--- config.mk ---
export PLATFORM = sky130hd
export DESIGN_NAME = grid_solve_ctrl_flat
export DESIGN_NICKNAME = d
export VERILOG_FILES = /design/src/rtl/grid_solve_ctrl_pkg.sv /design/src/rtl/grid_solve_ctrl_if.sv /design/src/rtl/grid_solve_ctrl_sat_counter.sv /design/src/rtl/grid_solve_ctrl.sv /design/src/flat_wrapper.sv
export SDC_FILE = /design/constraint.sdc
export NUM_CORES = 1
export LEC_CHECK = 0
export ABC_AREA = 1
export BUFFER_PORTS_ARGS = -buffer_cell sky130_fd_sc_hd__buf_4
export CAP_MARGIN = 40
export CORE_ASPECT_RATIO = 0.6
export CORE_UTILIZATION = 45
export CTS_CLUSTER_SIZE = 28
export DETAILED_ROUTE_END_ITERATION = 10
export GPL_TIMING_DRIVEN = 0
export SYNTH_ARGS = -nofsm -noshare
export SYNTH_HDL_FRONTEND = slang
export SYNTH_HIERARCHICAL = 1
export SYNTH_SLANG_ARGS = --single-unit
--- constraint.sdc ---
create_clock -name clock -period 5.3 [get_ports clock]
set_clock_uncertainty 0.1 [all_clocks]
set_input_delay 0.265 -clock clock [delete_from_list [all_inputs] [get_ports clock]]
set_output_delay 0.265 -clock clock [all_outputs]
set_load 0.01 [all_outputs]
--- src/rtl/grid_solve_ctrl_pkg.sv ---
// Shared types for the grid run controller: state encoding, response status
// codes and the default counter width.
package grid_ctrl_pkg;

   localparam int CNT_W_DEFAULT = 32;

   typedef logic [2:0] state_t;
   localparam state_t ST_IDLE   = 3'd0;
   localparam state_t ST_CLEAR  = 3'd1;
   localparam state_t ST_START  = 3'd2;
   localparam state_t ST_RUN    = 3'd3;
   localparam state_t ST_REPORT = 3'd4;

   typedef enum logic [1:0] {
      RSP_SUCCESS    = 2'd0,
      RSP_NOSOLUTION = 2'd1,
      RSP_TIMEOUT    = 2'd2,
      RSP_ABORTED    = 2'd3
   } rsp_status_e;

endpackage

--- src/rtl/grid_solve_ctrl_if.sv ---
// Host-side request/response bundle of the grid run controller.
interface grid_solve_ctrl_if #(
   parameter int CNT_W = 32
) ();

   // A request transfers on a cycle with req_valid & req_ready, a response on a
   // cycle with rsp_valid & rsp_ready; a raised valid and its payload stay put
   // until that transfer cycle.
   logic             req_valid;
   logic             req_ready;
   logic [CNT_W-1:0] timeout_limit;
   logic             abort;
   logic             rsp_valid;
   logic             rsp_ready;
   logic [1:0]       rsp_status;
   logic [CNT_W-1:0] rsp_cycles;
   logic             busy;

   modport master (
      output req_valid, timeout_limit, abort, rsp_ready,
      input  req_ready, rsp_valid, rsp_status, rsp_cycles, busy
   );

   modport slave (
      input  req_valid, timeout_limit, abort, rsp_ready,
      output req_ready, rsp_valid, rsp_status, rsp_cycles, busy
   );

endinterface

--- src/rtl/grid_solve_ctrl_sat_counter.sv ---
// Saturating up-counter with synchronous clear; it holds at all-ones and never
// wraps.
module sat_counter #(
   parameter int W = 32
) (
   input  logic         clock,
   input  logic         reset,
   input  logic         clr,
   input  logic         en,
   output logic [W-1:0] count,
   output logic         at_max
);

   assign at_max = &count;

   always_ff @(posedge clock) begin
      if (reset || clr) begin
         count <= '0;
      end else if (en && !at_max) begin
         count <= count + 1'b1;
      end
   end

endmodule

--- src/rtl/grid_solve_ctrl.sv ---
// Run controller for the sudoku tile grid: clears the grid, pulses start, times
// the solve and reports how it ended.
module grid_solve_ctrl
   import grid_ctrl_pkg::*;
#(
   parameter int CNT_W        = CNT_W_DEFAULT,
   parameter int CLEAR_CYCLES = 2
) (
   input  logic              clock,
   input  logic              reset,
   grid_solve_ctrl_if.slave  host,
   output logic              grid_reset,
   output logic              grid_start,
   input  logic              grid_done_success,
   input  logic              grid_done_failure,
   output logic [2:0]        state_dbg
);

   state_t           state;
   logic [7:0]       clr_cnt;
   logic [CNT_W-1:0] limit_q;
   logic [CNT_W-1:0] rsp_cycles_q;
   rsp_status_e      rsp_status_q;

   logic [CNT_W-1:0] run_cnt;
   logic             run_at_max;
   logic [CNT_W-1:0] run_now;
   logic             timeout_hit;

   sat_counter #(.W(CNT_W)) u_run_cnt (
      .clock  (clock),
      .reset  (reset),
      .clr    (state == ST_START),
      .en     (state == ST_RUN),
      .count  (run_cnt),
      .at_max (run_at_max)
   );

   // run_cnt holds completed RUN cycles; run_now counts the current one too.
   assign run_now     = run_at_max ? run_cnt : run_cnt + 1'b1;
   assign timeout_hit = (limit_q != '0) && (run_now == limit_q);

   always_ff @(posedge clock) begin
      if (reset) begin
         state        <= ST_IDLE;
         clr_cnt      <= '0;
         limit_q      <= '0;
         rsp_status_q <= RSP_SUCCESS;
         rsp_cycles_q <= '0;
      end else begin
         case (state)
            ST_IDLE: begin
               if (host.req_valid) begin
                  limit_q <= host.timeout_limit;
                  clr_cnt <= 8'(CLEAR_CYCLES);
                  state   <= ST_CLEAR;
               end
            end
            ST_CLEAR: begin
               clr_cnt <= clr_cnt - 1'b1;
               if (host.abort) begin
                  rsp_status_q <= RSP_ABORTED;
                  rsp_cycles_q <= '0;
                  state        <= ST_REPORT;
               end else if (clr_cnt == 8'd1) begin
                  state <= ST_START;
               end
            end
            ST_START: begin
               if (host.abort) begin
                  rsp_status_q <= RSP_ABORTED;
                  rsp_cycles_q <= '0;
                  state        <= ST_REPORT;
               end else begin
                  state <= ST_RUN;
               end
            end
            ST_RUN: begin
               // Grid outcome beats a simultaneous abort, abort beats timeout.
               if (grid_done_success || grid_done_failure || host.abort || timeout_hit) begin
                  rsp_cycles_q <= run_now;
                  state        <= ST_REPORT;
                  if (grid_done_success)      rsp_status_q <= RSP_SUCCESS;
                  else if (grid_done_failure) rsp_status_q <= RSP_NOSOLUTION;
                  else if (host.abort)        rsp_status_q <= RSP_ABORTED;
                  else                        rsp_status_q <= RSP_TIMEOUT;
               end
            end
            ST_REPORT: begin
               if (host.rsp_ready) begin
                  state <= ST_IDLE;
               end
            end
            default: state <= ST_IDLE;
         endcase
      end
   end

   // The grid is held in reset by system reset as well as during CLEAR.
   assign grid_reset      = reset | (state == ST_CLEAR);
   assign grid_start      = (state == ST_START);
   assign host.req_ready  = (state == ST_IDLE);
   assign host.rsp_valid  = (state == ST_REPORT);
   assign host.busy       = (state != ST_IDLE);
   assign host.rsp_status = rsp_status_q;
   assign host.rsp_cycles = rsp_cycles_q;
   assign state_dbg       = state;

endmodule
--- src/flat_wrapper.sv ---
// flat-port wrapper written by rule: the top's interface ports become plain ports
module grid_solve_ctrl_flat import grid_ctrl_pkg::*;
#(
   parameter int CNT_W        = CNT_W_DEFAULT,
   parameter int CLEAR_CYCLES = 2
)
  (clock, reset, grid_reset, grid_start, grid_done_success, grid_done_failure, state_dbg, host_req_valid, host_timeout_limit, host_abort, host_rsp_ready, host_req_ready, host_rsp_valid, host_rsp_status, host_rsp_cycles, host_busy);
  grid_solve_ctrl_if #(.CNT_W(CNT_W)) host_i ();
  input  logic clock;
  input  logic reset;
  output logic grid_reset;
  output logic grid_start;
  input  logic grid_done_success;
  input  logic grid_done_failure;
  output logic [2:0] state_dbg;
  input wire logic [$bits(host_i.req_valid)-1:0] host_req_valid;
  input wire logic [$bits(host_i.timeout_limit)-1:0] host_timeout_limit;
  input wire logic [$bits(host_i.abort)-1:0] host_abort;
  input wire logic [$bits(host_i.rsp_ready)-1:0] host_rsp_ready;
  output wire logic [$bits(host_i.req_ready)-1:0] host_req_ready;
  output wire logic [$bits(host_i.rsp_valid)-1:0] host_rsp_valid;
  output wire logic [$bits(host_i.rsp_status)-1:0] host_rsp_status;
  output wire logic [$bits(host_i.rsp_cycles)-1:0] host_rsp_cycles;
  output wire logic [$bits(host_i.busy)-1:0] host_busy;
  assign host_i.req_valid = host_req_valid;
  assign host_i.timeout_limit = host_timeout_limit;
  assign host_i.abort = host_abort;
  assign host_i.rsp_ready = host_rsp_ready;
  assign host_req_ready = host_i.req_ready;
  assign host_rsp_valid = host_i.rsp_valid;
  assign host_rsp_status = host_i.rsp_status;
  assign host_rsp_cycles = host_i.rsp_cycles;
  assign host_busy = host_i.busy;
  grid_solve_ctrl #(.CNT_W(CNT_W), .CLEAR_CYCLES(CLEAR_CYCLES)) u_core (.clock(clock), .reset(reset), .host(host_i), .grid_reset(grid_reset), .grid_start(grid_start), .grid_done_success(grid_done_success), .grid_done_failure(grid_done_failure), .state_dbg(state_dbg));
endmodule
### Word level (Yosys, flattened, before mapping)

Cells that the tools add are included.

| operators by class | value |
|---|---|
| add/subtract/negate cells | 2 |
| eq/ne operators | 11 |
| mux-type cells | 19 |
| bitwise operators | 1 |
| reductions and logical operators | 18 |

Operators with widths:

| operator | count |
|---|---|
| $mux 32 | 3 |
| $pmux 32 s2 | 1 |
| $add 32x1->32 const B | 1 |
| $eq 32x32->1 | 1 |
| $reduce_and 32->1 | 1 |
| $reduce_bool 32->1 | 1 |
| $mux 3 | 6 |
| $pmux 8 s2 | 1 |
| $pmux 3 s5 | 1 |
| $eq 8x1->1 const B | 1 |
| $mux 2 | 4 |
| $mux 8 | 1 |
| $sub 8x1->8 const B | 1 |
| $eq 3x2->1 const B | 2 |
| $logic_or 1x1->1 | 4 |
| $ne 2x1->1 const B | 2 |
| $ne 2x2->1 const B | 2 |
| $pmux 2 s2 | 1 |
| $reduce_and 2->1 | 2 |
| $reduce_and 4->1 | 1 |
| $reduce_bool 2->1 | 2 |
| $eq 3x1->1 const B | 1 |
| $eq 3x3->1 const B | 1 |
| $logic_not 3->1 | 1 |
| other kinds (8) | 9 |

| word-level totals | value |
|---|---|
| register bits | 109 |
| logic and storage cells | 57 |

### Logic depth before layout (Yosys ltp)

Gate-level depths: netlist of run 1.

| depth | value |
|---|---|
| depth in word-level cells | 7 |
| depth in mapped cells | 29 |
| depth with buffers taken out | 27 |

### Modules after synthesis

The synthesis of run 1 kept the hierarchy.

Modules (own cells, without submodules):

| module | instances | cells each | area an instance (um2) |
|---|---|---|---|
| grid_solve_ctrl | 1 | 851 | 5002.3 |
| sat_counter | 1 | 328 | 1989.4 |

### Worst setup path after synthesis of run 1

Ideal clock, no wire load.

| path | value |
|---|---|
| kind | register -> register |
| start | register u_core.u_run_cnt.count[0] |
| end | register u_core.rsp_cycles_q[10] (netlist: u_core/host.rsp_cycles[10]) |
| arrival | 2.914 ns |
| required time | 5.085 ns |
| slack | 2.170 ns |
| stages on the path, launching flop included | 30 |
| path buffers | 3 |
| clock period less this slack | 3.130 ns |
| cell sequence | dfxtp_1 -> ha_1 -> nand2_1 -> nor2_2 -> nand2_2 -> nor2_4 -> nand2_2 -> buf_6 -> buf_6 -> inv_1 -> inv_2 -> nand2_2 -> nor2_4 -> nand2_2 -> nor2_4 -> nand2_1 -> nand2_1 -> nand2_1 -> nand2_1 -> nand2_1 -> nand2_1 -> nor2_1 -> nand2_1 -> nor2_1 -> nand2_1 -> nand2_4 -> buf_6 -> nand3_1 -> nand2_1 -> nor2_1 |

| between the ends | value |
|---|---|
| cells in the longest elaborated chain, start to end | 7 |

RTL lines:

| element | line | text |
|---|---|---|
| from (decl) | grid_solve_ctrl_sat_counter.sv:10 | `output logic [W-1:0] count,` |
| from (signal assigned) | grid_solve_ctrl_sat_counter.sv:20 | `count <= count + 1'b1;` |
| $reduce_and 32->1 * | grid_solve_ctrl_sat_counter.sv:14 | `assign at_max = &count;` |
| net u_core.run_at_max | grid_solve_ctrl.sv:26 | `logic run_at_max;` |
| $mux 32 * | grid_solve_ctrl.sv:40 | `assign run_now = run_at_max ? run_cnt : run_cnt + 1'b1;` |
| $eq 32x32->1 | grid_solve_ctrl.sv:41 | `assign timeout_hit = (limit_q != '0) && (run_now == limit_q);` |
| $logic_and 1x1->1 | grid_solve_ctrl.sv:41 |  |
| $logic_or 1x1->1 | grid_solve_ctrl.sv:80 | `if (grid_done_success \|\| grid_done_failure \|\| host.abort \|\| timeout_hit) begin` |
| $ne 2x1->1 (no source line) | -- |  |
| $reduce_and 3->1 (no source line) | -- |  |
| to (signal assigned) | grid_solve_ctrl.sv:81 | `rsp_cycles_q <= run_now;` |
| to (decl) | grid_solve_ctrl.sv:22 | `logic [CNT_W-1:0] rsp_cycles_q;` |

Mark *: on every way through the listed nets, which the timed path passes. The rest lies on a longest branch. The select of a mux whose other input is x is not followed.
A chain may end at the register's enable or synchronous reset.

### Worst setup path in the final report of run 1

| path | value |
|---|---|
| start | register u_core.u_run_cnt.count[0] |
| end | register u_core.rsp_cycles_q[20] (netlist: u_core/host.rsp_cycles[20]) |

The elaborated chain is that of the path after synthesis.

==> Flow_metrics.wiki, run 1 <==
{| class="wikitable"
! Metric !! Value
|-
| Status || completed
|-
| Layout cell share with drive strength beyond 1 || 11.5%
|-
| Number of instances in the synthesized netlist || 1179
|-
| Final worst-path setup slack || 1.24 ns
|-
| List of most frequent post-synthesis cells || nand2_1, nor2_1, inv_1, nand3_1, dfxtp_1
|-
| Critical path start-end classification || reg2reg
|-
| Global router's overall resource usage || 29.6%
|-
| Half-perimeter wire length after placement || between 15 and 20 mm
|-
| Maximum root-to-sink buffer count || 2
|-
| Num rows || 34
|-
| Average wire per standard cell || 15.7 um
|-
| Total gr overflow || 0
|-
| Max_cap viols || 0
|-
| VDD IR-drop max || 0.000226 V
|-
| Top cells by area in the synthesized netlist || dfxtp_1, nand2_1, nor2_1, nand3_1, inv_1
|-
| Number of nets in the layout || roughly 1300
|-
| Critical path arrival || 4.22 ns
|-
| Worst-margin pin slew || 0.853 ns
|-
| Clock latency on the worst-skew pair || 0.37 ns
|-
| Cell type with the largest total area after synthesis || dfxtp_1
|-
| Number of antenna violations at the first check in global routing || 0
|-
| Classification of the worst-slack hold path || in2reg
|-
| Hold Startpoint || host_timeout_limit[1]
|-
| Gp weighted congestion || 0.934
|-
| Post-Place Worst Slack || 1.32 ns
|-
| Slowest cell on the critical path || dfxtp_1
|-
| CTS tree || yes
|-
| Final routed wirelength across all metal layers || 23.2 mm
|-
| Number of vias after detailed routing || 7777
|-
| Rel. slew slack || 43.1%
|-
| Height of the die || 98.6 um
|-
| Finished Core Util || 54.9%
|-
| Count of H-tree levels built during CTS || 3
|-
| CTS root buffer || clkbuf_16
|-
| Kind of start point of the critical path || flop
|-
| Routed via count divided by cell count || about 5.3
|-
| Number of antenna diodes || 0
|-
| Number of port buffers || 80
|-
| Critical path data required time || 5.46 ns
|-
| Maximum net fanout on the critical path || 10
|-
| Post-detailed-route count of antenna-violating nets || 0
|-
| Post-synthesis instance area || 0.00699 mm2
|-
| Shortest clock period the worst path allows after layout || 4.06 ns
|-
| Beginning of the worst register-to-register path || u_core/u_run_cnt/count[0]$_SDFFE_PP0P_
|-
| Initial DRC count || 777
|-
| Worst stage delay on the critical path || 0.46 ns
|-
| Pin count of the biggest net entering global routing || 21
|-
| Hold Vio Cnt, Final || 0
|-
| Count of flip-flops with a built-in enable after synthesis || 0
|-
| Count of state elements after synthesis || 109
|-
| Number of sinks driven by the clock tree || 109
|-
| CTS hold repair buffers || 0
|-
| Sequential-to-total area share from yosys stat || a little under a third
|-
| Postcts setup bufs || 0
|-
| Number of DRC violations after detailed routing || 0
|-
| Most used flip-flop cell after synthesis || dfxtp_1
|-
| Number of CTS-inserted buffers || 9
|-
| Number of detailed-routing iterations run before antenna repair || 6
|-
| Share of Yosys cell area claimed by the top area cell type || 31.2%
|-
| Setup repair after global routing missed its margin || no
|-
| F_max || 0.246 GHz
|-
| Floorplan core area || 0.0148 mm2
|-
| Number of gates resized after cts || 0
|-
| Timing startpoint of the critical path || u_core/u_run_cnt/count[0]$_SDFFE_PP0P_
|-
| Clock-pin slew reported for the worst setup and hold paths after clock tree synthesis || roughly 0.080 ns
|-
| Horizontal die dimension || 163 um
|-
| Share of flip-flops with an asynchronous set or reset || 0%
|-
| Endpoint type of the worst setup path || flop
|-
| Number of nets in the synthesized netlist || 1222
|-
| Wire length of the first global-routing pass || 36.4 mm
|-
| Boundary pin count || 81
|-
| Fin Setup TNS || 0 ns
|-
| Vias in the first global route || 6671
|-
| Area growth syn-to-layout || 16.6%
|-
| P_leak || 0.00351 uW
|-
| Number of setup violations in the final report || 0
|-
| Share of the cycle needed by the critical path after routing || 76.6%
|-
| Cell seen most often among critical-path stages || nand2_1
|-
| Syn_area_per_cell || 5.93 um2
|-
| Warning count from the yosys run || 6
|-
| Most used standard cell by instance count after synthesis || nand2_1
|-
| Final slew viol count || 0
|-
| Synth cell types || 35
|-
| Initial core utilization || 47.1%
|-
| P per Cell Area || 415 mW/mm2
|-
| Total die area || 0.0161 mm2
|}
sequential cells by signal, summed over array words and instances (netlist names):
| name | cells |
|---|---|
| u_core/state_dbg | 3 |
| u_core/u_run_cnt/count | 32 |
| u_core/limit_q | 32 |
| u_core/clr_cnt | 8 |
| u_core/host.rsp_cycles | 32 |
| u_core/host.rsp_status | 2 |
critical path: cells and delay by family, from the launching register on:
family,cells,cell delay [ns]
adder cells (fa/ha/maj),1,0.23
flip-flops,1,0.46
buffers and inverters,6,0.80
AND/OR/NAND/NOR,22,2.37
cells by family after synthesis:
family,Yosys count,share of synthesized area [%]
XOR/XNOR,5,1.02
buffers and inverters,174,10.5
AO/OA/AOI/OAI,147,10.9
flip-flops,109,31.2
AND/OR/NAND/NOR,740,45.7
adder cells (fa/ha/maj),4,0.716
per-layer routing:
layer / vias up / track usage, % / part of all wire (%)
met4: 0 / 4.96 / 0.58
met5: - / 0 / 0
met1: 3492 / 47.6 / 51
met2: 336 / 38.8 / 37
met3: 14 / 7.37 / 11
li1: 3935 / - / -
through the flow:
step / power [uW] / hold WS [ns] / instance area, um2 / cells
after detailed placement: 2670 / 0.339 / 7850 / 1459
after global routing: 3640 / 0.0866 / 8150 / 1475
after CTS: 3390 / 0.0638 / 8150 / 1475
after floorplan: 2130 / 0.344 / 6990 / 1179
after global placement: 2650 / 0.339 / 7840 / 1457
final: 3390 / 0.0708 / 8150 / 1475
worst paths after layout:
check | endpoint | slack [ns] | depth (start not counted)
worst max-delay path | u_core/host.rsp_cycles[20]$_SDFFE_PP0P_ | 1.24 | 29
worst min-delay path | u_core/limit_q[1]$_SDFFE_PP0P_ | 0.07 | 3
worst max register to register | u_core/host.rsp_cycles[20]$_SDFFE_PP0P_ | 1.24 | 29
worst min register to register | u_core/host.rsp_status[1]$_SDFFE_PP0P_ | 0.35 | 2
where the power goes:
part	total [uW]	internal [uW]	switching (uW)
Clock	711	347	364
Combinational	1480	586	891
Sequential	1200	1050	147
cell usage in the layout, fill, tap and decap left out, drive strengths merged:
master    n
nand2   366
nor2    198
inv     137
nand3   136
dfxtp   109
buf      98
a21oi    88
o21ai    46
clkbuf   33
nand4    17
nor3     11
a31oi     7
nand3b    6
ha        4
or2       4
clkinv    4
a211oi    3
xor2      2
xnor3     2
and2      2
o211a     1
o31ai     1
xnor2     1
a221oi    1
layout make-up:
| cell class | instances | area, um2 |
|---|---|---|
| clock inverters | 6 | 62.6 |
| inverters | 135 | 507 |
| plain buffers | 39 | 224 |
| fillers | 1554 | 6690 |
| clock buffers | 10 | 239 |
| flip-flops and latches | 109 | 2180 |
| well taps | 198 | 248 |
| repair buffers | 82 | 613 |
| multi-input cells | 896 | 4080 |
Note: power is estimated with default switching activity, not from simulation.
==> run 2: changes to the inputs <==
ABC_AREA = 0   (was 1)
clock period = 4.1 ns   (was 5.3 ns; I/O delays follow)
==> run 2 against run 1 <==
  * Largest power group is now sequential cells
  * Flip-flop and latch count stayed put
  * Sequential share of layout area rose by 0.85 points
  * Critical path type unchanged
  * Largest cell class unchanged
  * Combinational power down 72%
  * Synthesized area is 9.0% lower
  * Sequential power fell by 3%
  * Global-route usage fell by 0.64 points
  * Register-to-register slack got worse by 1.2 ns
  * Highest routed layer unchanged
==> Flow_metrics.wiki, run 2 <==
{| class="wikitable"
! Metric !! Value
|-
| Post-Place Worst Slack || -0.969 ns (was 1.32 ns)
|-
| Routed wire length on met3 || 2.08 mm (was 2.57 mm)
|-
| Number of instances in the synthesized netlist || 752 (was 1179)
|-
| Number of sinks driven by the clock tree || 109 (unchanged)
|-
| Kind of start point of the critical path || flop (unchanged)
|-
| Slowest cell on the critical path || dfxtp_2 (was dfxtp_1)
|-
| Wire length of the first global-routing pass || 32.2 mm (was 36.4 mm)
|-
| Pin count of the biggest net entering global routing || 21 (unchanged)
|-
| Most common cell after layout, fill and taps aside || nand2_1 (unchanged)
|-
| Post-layout instance count excluding filler cells || 1073 (was 1475)
|-
| Final worst-path setup slack || 0.0487 ns (was 1.24 ns)
|-
| Initial core utilization || 46.4% (was 47.1%)
|-
| Num rows || 33 (was 34)
|-
| Critical path arrival || 4.23 ns (was 4.22 ns)
|-
| Count of state elements after synthesis || 109 (unchanged)
|-
| Count of H-tree levels built during CTS || 3 (unchanged)
|-
| Number of buffers and inverters on the critical path || 3 (was 6)
|-
| Endpoint type of the worst setup path || flop (unchanged)
|-
| Switching share of power || 29.8% (was 41.4%)
|-
| P_leak || 0.00289 uW (was 0.00351 uW)
|-
| Routed via count divided by cell count || 6.00 (was 5.27)
|-
| Sequential-to-total area share from yosys stat || 34.3% (was 31.2%)
|-
| Layout cell share with drive strength beyond 1 || 24.3% (was 11.5%)
|-
| Total gr overflow || 0 (unchanged)
|-
| Final routed wirelength across all metal layers || 21.0 mm (was 23.2 mm)
|-
| Count of flip-flops with a built-in enable after synthesis || 0 (unchanged)
|-
| Vias in the first global route || 5737 (was 6671)
|-
| Number of CTS-inserted buffers || 9 (unchanged)
|-
| Fill count || 1250 (was 1554)
|-
| Most used flip-flop cell after synthesis || dfxtp_1 (unchanged)
|-
| CTS root buffer || clkbuf_16 (unchanged)
|-
| Max_cap viols || 0 (unchanged)
|-
| Number of antenna diodes || 0 (unchanged)
|-
| Number of setup violations in the final report || 0 (unchanged)
|-
| F_max || 0.247 GHz (was 0.246 GHz)
|-
| Shortest clock period the worst path allows after layout || 4.05 ns (was 4.06 ns)
|-
| Horizontal die dimension || 156 um (was 163 um)
|-
| Dominant delay contributor by cell family on the critical path || simple AND/OR/NAND/NOR gates (unchanged)
|-
| Post-synthesis instance area || 0.00636 mm2 (was 0.00699 mm2)
|-
| VDD IR-drop max || 0.000177 V (was 0.000226 V)
|-
| Area occupied by multi-input gates || 0.00411 mm2 (was 0.00408 mm2)
|-
| Number of nets in the layout || 919 (was 1315)
|-
| Area growth syn-to-layout || 27.1% (was 16.6%)
|-
| Share of total power in sequential cells || 47.0% (was 35.4%)
|-
| Highest routed metal layer || met4 (unchanged)
|-
| Gp weighted congestion || 0.965 (was 0.934)
|-
| Hold Vio Cnt, Final || 0 (unchanged)
|-
| Maximum root-to-sink buffer count || 2 (unchanged)
|-
| Area taken by flip-flops and latches || 0.00223 mm2 (was 0.00218 mm2)
|-
| CTS tree || yes (unchanged)
|-
| Share of flip-flops with an asynchronous set or reset || 0% (unchanged)
|-
| Warning count from the yosys run || 6 (unchanged)
|-
| Cell seen most often among critical-path stages || nor4_4 (was nand2_1)
|-
| Status || completed (unchanged)
|-
| Worst stage delay on the critical path || 0.45 ns (was 0.46 ns)
|-
| Total die area || 0.0146 mm2 (was 0.0161 mm2)
|-
| Critical path data required time || 4.28 ns (was 5.46 ns)
|-
| Initial DRC count || 576 (was 777)
|-
| Number of antenna violations at the first check in global routing || 0 (unchanged)
|-
| Met2 WL post-DR || 8.16 mm (was 8.58 mm)
|-
| Cell type with the largest total area after synthesis || dfxtp_1 (unchanged)
|-
| Most used standard cell by instance count after synthesis || dfxtp_1 (was nand2_1)
|-
| Share of the cycle needed by the critical path after routing || 98.8% (was 76.6%)
|-
| Share of Yosys cell area claimed by the top area cell type || 34.3% (was 31.2%)
|-
| Highest-count cells in the layout ignoring fill and taps || nand2_1, buf_4, dfxtp_1 (was nand2_1, nor2_1, inv_1)
|-
| Number of vias after detailed routing || 6442 (was 7777)
|-
| Number of detailed-routing iterations run before antenna repair || 5 (was 6)
|-
| Number of nets in the synthesized netlist || 795 (was 1222)
|-
| Classification of the worst-slack hold path || in2reg (unchanged)
|-
| Syn_area_per_cell || 8.46 um2 (was 5.93 um2)
|-
| Post-detailed-route count of antenna-violating nets || 0 (unchanged)
|-
| WL met1 || 10.6 mm (was 11.9 mm)
|-
| Average wire per standard cell || 19.5 um (was 15.7 um)
|-
| Synth cell types || 81 (was 35)
|-
| Critical path start-end classification || reg2reg (unchanged)
|-
| Clock-pin slew reported for the worst setup and hold paths after clock tree synthesis || 0.08 ns (about the same)
|-
| Boundary pin count || 81 (unchanged)
|-
| List of most frequent post-synthesis cells || dfxtp_1, nand2_1, a21oi_1, nor2_1, xnor2_1 (was nand2_1, nor2_1, inv_1, nand3_1, dfxtp_1)
|-
| P per Cell Area || 305 mW/mm2 (was 415 mW/mm2)
|-
| Clock latency on the worst-skew pair || 0.36 ns (was 0.37 ns)
|-
| Maximum net fanout on the critical path || 10 (unchanged)
|-
| Global router's overall resource usage || 29.0% (was 29.6%)
|-
| Final slew viol count || 0 (unchanged)
|-
| Switching power summed over all nets || 735 uW (was 1400 uW)
|-
| Number of DRC violations after detailed routing || 0 (unchanged)
|-
| Rel. slew slack || 52.8% (was 43.1%)
|-
| Number of port buffers || 80 (unchanged)
|-
| Number of placed instances with taps included || 1024 (was 1459)
|-
| Cell Chain, Critical Path || and4_4, nand2_1, nor4_4, clkbuf_8, and3b_1, nand4_1, buf_4, nor4_4, xnor2_2, a211oi_2, and4b_2, nand3_2, a211o_4, buf_6, o2bb2ai_1
|-
| Height of the die || 94.1 um (was 98.6 um)
|-
| P_int || 1730 uW (was 1980 uW)
|-
| Worst-margin pin slew || 0.702 ns (was 0.853 ns)
|-
| Floorplan core area || 0.0137 mm2 (was 0.0148 mm2)
|-
| Share of power burned in the clock network || 36.2% (was 21.0%)
|-
| Top cells by area in the synthesized netlist || dfxtp_1, nand2_1, a21oi_1, xnor2_1, o2bb2ai_1 (was dfxtp_1, nand2_1, nor2_1, nand3_1, inv_1)
|-
| Combinational group share of total power || 16.8% (was 43.6%)
|-
| Half-perimeter wire length after placement || 15.9 mm (was 18.4 mm)
|}
## run 2: cell types whose count changed in the layout (fill, tap and decap cells not counted), moves of 24 or more
cell	previous run	this run
nor4_1	0	24
nand2_1	354	107
xnor2_1	1	32
inv_1	132	15
o21ai_0	42	11
dfxtp_1	109	84
nor2_1	183	39
nand3_1	131	19
## run 2: layout make-up
cell class | count | area share [%]
plain buffers | 44 | 2.97
clock buffers | 10 | 2.95
clock inverters | 6 | 0.773
inverters | 15 | 0.696
multi-input cells | 583 | 50.8
flip-flops and latches | 109 | 27.6
well taps | 192 | 2.97
repair buffers | 114 | 11.3
## run 2: stage by stage
stage	power (uW)	utilization (%)	instance area (um2)	hold WS, ns	TNS, ns
after global placement	1560	52.6	7210	0.345	-31.77
final	2470	59.0	8090	0.00430	0
after floorplan	1420	-	6360	0.241	0
after CTS	2480	57.6	7900	0.00163	0
after global routing	2580	59.0	8090	0.00424	-0.108
after detailed placement	1570	52.6	7210	0.349	-32.27
## run 2: logic make-up after synthesis
family,count (synthesis),synth area share [%]
and+or+nand+nor,344,30.3
AOI/OAI and AO/OA,167,19.1
DFF,109,34.3
xor gates and xnor gates,64,10.4
buffers and inverters,60,4.48
muxes,4,0.629
adders and majority gates,4,0.786
## run 2: worst min-delay path, delay by kind of cell
family / cells / cell delay, ns
AOI/OAI and AO/OA: 1 / 0.06
buffers and inverters: 1 / 0.11
and+or+nand+nor: 1 / 0.05
## run 2: timing repair
item,CTS,global route
endpoints found under the hold margin,23,0
pin swaps,4,6
endpoints found under the setup margin,37,33
setup buffers,1,9
gates resized for setup,41,33
hold buffers,23,0
## run 2: metal layers
metal | up-vias | global-route usage [%]
met4 | 0 | 5.07
met1 | 3077 | 46.2
met3 | 12 | 5.95
met5 | - | 0
met2 | 294 | 38.8
li1 | 3059 | -
## run 2: final timing paths
path | startpoint | end | slack (ns) | depth (start not counted)
worst min-delay path | host_timeout_limit[14] | u_core/limit_q[14]$_SDFFE_PP0P_ | 0.004 | 3
worst max-delay path | u_core/u_run_cnt/count[23]$_SDFFE_PP0P_ | u_core/host.rsp_cycles[1]$_SDFFE_PP0P_ | 0.05 | 15
worst max register to register | u_core/u_run_cnt/count[23]$_SDFFE_PP0P_ | u_core/host.rsp_cycles[1]$_SDFFE_PP0P_ | 0.05 | 15
worst min register to register | u_core/host.rsp_cycles[30]$_SDFFE_PP0P_ | u_core/host.rsp_cycles[30]$_SDFFE_PP0P_ | 0.37 | 1
## run 2: power groups by stage
stage                     logic, uW  registers [uW]  clock network, uW
after floorplan                 247            1170                  0
after global routing            451            1170                959
final                           415            1160                893
after detailed placement        380            1190                  0
after CTS                       405            1160                918
after global placement          371            1190                  0
